--- config.mk ---
export PLATFORM = sky130hd
export DESIGN_NAME = if_fetch_queue
export DESIGN_NICKNAME = d
export VERILOG_FILES = /design/src/rtl/if_fetch_queue.sv
export SDC_FILE = /design/constraint.sdc
export NUM_CORES = 1
export LEC_CHECK = 0
export ABC_AREA = 1
export CAP_MARGIN = 25
export CORE_ASPECT_RATIO = 0.75
export CORE_MARGIN = 3
export CORE_UTILIZATION = 30
export DETAILED_ROUTE_END_ITERATION = 7
export SYNTH_ARGS = -nofsm -noshare
export SYNTH_HDL_FRONTEND = slang
export SYNTH_SLANG_ARGS = --single-unit
--- constraint.sdc ---
create_clock -name clk -period 6.4 [get_ports clk]
set_clock_uncertainty 0.05 [all_clocks]
set_input_delay 0.96 -clock clk [delete_from_list [all_inputs] [get_ports clk]]
set_output_delay 0.96 -clock clk [all_outputs]
set_load 0.05 [all_outputs]
--- src/rtl/if_fetch_queue.sv ---
// Instruction-fetch stage: owns the fetch PC, reads the async instruction ROM and
// buffers {pc, instr} pairs in a small FIFO ahead of the IF/ID register.
module if_fetch_queue #(
    parameter logic [31:0] RESET_PC = 32'h0000_3000,
    parameter int          DEPTH    = 4,
    parameter int          AW       = 2,
    parameter int          IM_AW    = 10
) (
    input  logic             clk,
    input  logic             rst,
    output logic [IM_AW-1:0] im_addr,
    input  logic [31:0]      im_data,
    input  logic             redirect_valid,
    input  logic [31:0]      redirect_pc,
    input  logic             id_ready,
    output logic             out_valid,
    output logic [31:0]      out_pc,
    output logic [31:0]      out_instr,
    output logic [AW:0]      occupancy
);

    localparam logic [AW:0] FULL = (AW+1)'(DEPTH);

    logic [31:0]   fetch_pc;
    logic [AW-1:0] rd_ptr;
    logic [AW-1:0] wr_ptr;
    logic [31:0]   mem_pc    [DEPTH];
    logic [31:0]   mem_instr [DEPTH];
    logic          pop;
    logic          push;

    assign im_addr   = fetch_pc[IM_AW+1:2];
    assign out_valid = (occupancy != '0);

    // A redirect blocks both ends: the buffer is about to be flushed anyway.
    assign pop  = out_valid & id_ready & ~redirect_valid;
    assign push = ~redirect_valid & ((occupancy != FULL) | pop);

    // Head is gated to zero when empty so stale storage never leaks out.
    assign out_pc    = out_valid ? mem_pc[rd_ptr]    : '0;
    assign out_instr = out_valid ? mem_instr[rd_ptr] : '0;

    always_ff @(posedge clk) begin
        if (rst) begin
            fetch_pc  <= RESET_PC;
            rd_ptr    <= '0;
            wr_ptr    <= '0;
            occupancy <= '0;
        end else if (redirect_valid) begin
            fetch_pc  <= redirect_pc & 32'hFFFF_FFFC;
            rd_ptr    <= '0;
            wr_ptr    <= '0;
            occupancy <= '0;
        end else begin
            if (push) begin
                fetch_pc <= fetch_pc + 32'd4;
                wr_ptr   <= wr_ptr + 1'b1;
            end
            if (pop) begin
                rd_ptr <= rd_ptr + 1'b1;
            end
            occupancy <= occupancy + {{AW{1'b0}}, push} - {{AW{1'b0}}, pop};
        end
    end

    // Storage carries no reset; entries only become visible through occupancy.
    always_ff @(posedge clk) begin
        if (push) begin
            mem_pc[wr_ptr]    <= fetch_pc;
            mem_instr[wr_ptr] <= im_data;
        end
    end

endmodule

==> impl_metrics.ini <==
[status]
status = finished, final reports clean

[routing]
avgRoutedWirePerCell_microns = 17.4
drtAntennaViolNets = 0
wirelength_mm = 31.8
drt_iter0_markers = 657
vias = 8575
route.detailed.drc = 0
drt_pass1_iterations = 5
drt-vias-per-instance = 4.69

[worst_setup_path]
r2r-end = occupancy[2]
reg2reg_depth = 10
r2r-start = occupancy[0]
arrival_ns = 3.70
path_class = flip-flop to output port
cp-start-kind = flip-flop
ff2ff_setup_slack_ns = 3.29
end_kind = output port
required_ns = 5.39
path_max_fanout = 73

[cts]
cts_resized = 0
tritoncts = built
cts_buffers = 29
cts_buffer_depth = 3
clock_latency_ns = 0.55
htree_levels = 1
clkTransAtPathRegs_ns = 0.06
cts.sinks = 287
holdBufCountCts = 0
root_buffer = clkbuf_16
cts_setup_buffers = 0

[sta]
final.setup.tns_ns = 0
drv_slew = 0
min_period_ns = 4.71
period_share_pct = 73.6
grt_setup_unrepaired = false
worst_slew_pin_slew_ns = 1.05
relSlewSlack_pct = 30.1
max_freq_mhz = 212
finalHoldViolations = 0
setup_violations = 0

[grt]
grt_max_degree = 74
antenna_found_initial = 1
grt_overflow = 0
grt_pass1_wl_mm = 48.7
grt_use_total_pct = 14.5
grt_pass1_vias = 8153

[yosys]
synth-simple-area-share_pct = 15.6
yosysSeqAreaShare_pct = 67.3
synth.ff_latch_count = 287
yosysTopAreaCell = edfxtp_1
synthTopCellsByArea = edfxtp_1, nor2_1, dfxtp_1
yosysWarnings = 0
netlist.area_leader.share_pct = 60.9
synthMuxAreaShare_pct = 0
synth_fa_ha_area_share_pct = 0.880
async_flop_share_pct = 0
yosysMostFrequentCell = nor2_1
avgSynthCellArea_sq_um = 10.4
synth_flop_cell = edfxtp_1
synthXorXnorAreaFrac_pct = 0.430
synth-compound-area-share_pct = 11.1
synthTopCellsByCount = nor2_1, edfxtp_1, o21ai_0
synth_area_sq_um = 12200
ys_types = 33
synth_top_family_by_area = simple AND/OR/NAND/NOR gates
synth_edf_count = 248
synthCells = 1171

[placed_design]
gp_congestion = 0.821
io_buffer_count = 141
dpl_cell_area_sq_um = 14100
dp_hpwl_mm = 18.2

[cells_and_area]
fillers = 3874
diodes = 0
drive_gt1_share_pct = 6.41
synthToLayoutAreaGrowth_pct = 23.8
utilization_pct = 38.0
design_area_sq_um = 15100
finalNetCount = 1363

[worst_hold_path]
holdCritStartpoint = rd_ptr[1]
hold_path.class = flip-flop to flip-flop
hold_depth = 2

[power_and_ir_drop]
powerDensity_nw_per_um2 = 288
vdd_drop_max_v = 0.000192
finalPower_w = 0.00436
cellLeakagePower_nw = 5.16

[die]
core-area_sq_um = 39900
die_w_microns = 239
dieArea_sq_um = 43200
rows = 63
io_pins = 146
die_h_microns = 181
start_util_pct = 30.6

[run]
drv_cap = 0
-- how the worst max path moves through the flow --
stage,startpoint,end,slack (ns),cells past startpoint
CTS,flip-flop,out_pc[17],1.52,7
floorplan,redirect_valid,mem_instr[0][0],1.77,6
detailed placement,redirect_valid,occupancy[2],1.75,12
finish,flip-flop,out_pc[19],1.69,7
global placement,redirect_valid,mem_instr[3][29],1.84,7
global route,flip-flop,out_pc[16],1.40,7
-- stage by stage --
stage	setup slack (ns)	hold WS, ns	instances
4_1_cts	1.52	0.414	1828
6_report	1.69	0.411	1830
5_1_grt	1.40	0.444	1830
3_3_place_gp	1.84	0.401	1773
2_1_floorplan	1.77	0.386	1172
3_5_place_dp	1.75	0.402	1774
-- power by group --
group	leakage [nW]	switching (W)	total, W	internal [W]
Combinational	2.06	0.000301	0.000452	0.000151
Sequential	2.62	0.0000498	0.00216	0.00211
Clock	0.472	0.000699	0.00175	0.00105
-- layer usage --
layer  global-route usage [%]  vias to the layer above  wire length, microns
met2                     22.8                      227                 14500
met3                     3.05                       28                  1950
met5                        0                        -                     9
met4                     2.01                        2                   375
met1                     21.2                     4090                 15100
li1                         -                     4228                     -
-- sequential cells by signal (all words and copies together) (netlist names), named ones only --
name,count
mem_instr,128
mem_pc,120
fetch_pc,30
occupancy,3
rd_ptr,2
wr_ptr,2
-- layout by cell type, fill, tap and decap left out, types with 2 or more instances in the layout --
master,synthesis,layout
clkbuf_1,36,8
nor3_1,3,3
clkinv_1,0,4
nor2_4,4,8
nand2_1,125,125
buf_16,0,2
o21ai_0,151,151
xor2_1,5,5
inv_1,54,54
clkinvlp_4,0,2
conb_1,1,2
o211ai_1,5,5
or2_2,2,2
ha_1,7,7
a21oi_1,97,97
nor2_2,5,5
edfxtp_1,248,248
nand3_1,35,35
o21bai_1,3,3
a22oi_1,2,2
dfxtp_1,39,37
clkinv_2,0,4
nand2_2,4,4
a31oi_1,2,2
clkdlybuf4s50_1,0,141
nor2_1,296,292
clkbuf_16,0,29
buf_12,0,2
inv_2,5,4
bufinv_16,0,5
buf_4,14,9
-- cell families after synthesis --
kind of cell    Yosys count
xor+xnor                  6
buf+inv                 130
fa+ha+maj                 8
simple gates            476
other cells               1
compound gates          263
flops                   287
-- critical path: stages, from the launching register on --
cell	delay, ns
dfxtp_4	0.41
buf_4	0.47
buf_4	0.72
nor2_1	0.11
nor2_1	0.10
o21ai_0	0.09
a21oi_1	0.28
clkdlybuf4s50_1	0.87
-- final cells by class --
cell class                      instances  area (sq um)  area share (%)
Timing Repair Buffer                  155          1590            10.5
Clock buffer                           38           769            5.08
Tap cell                              520           651            4.30
Sequential cell                       287          8230            54.4
Inverter                               59           223            1.47
Multi-Input combinational cell        755          3460            22.9
Clock inverter                         16           213            1.41
(Power assumes the default switching activity.)
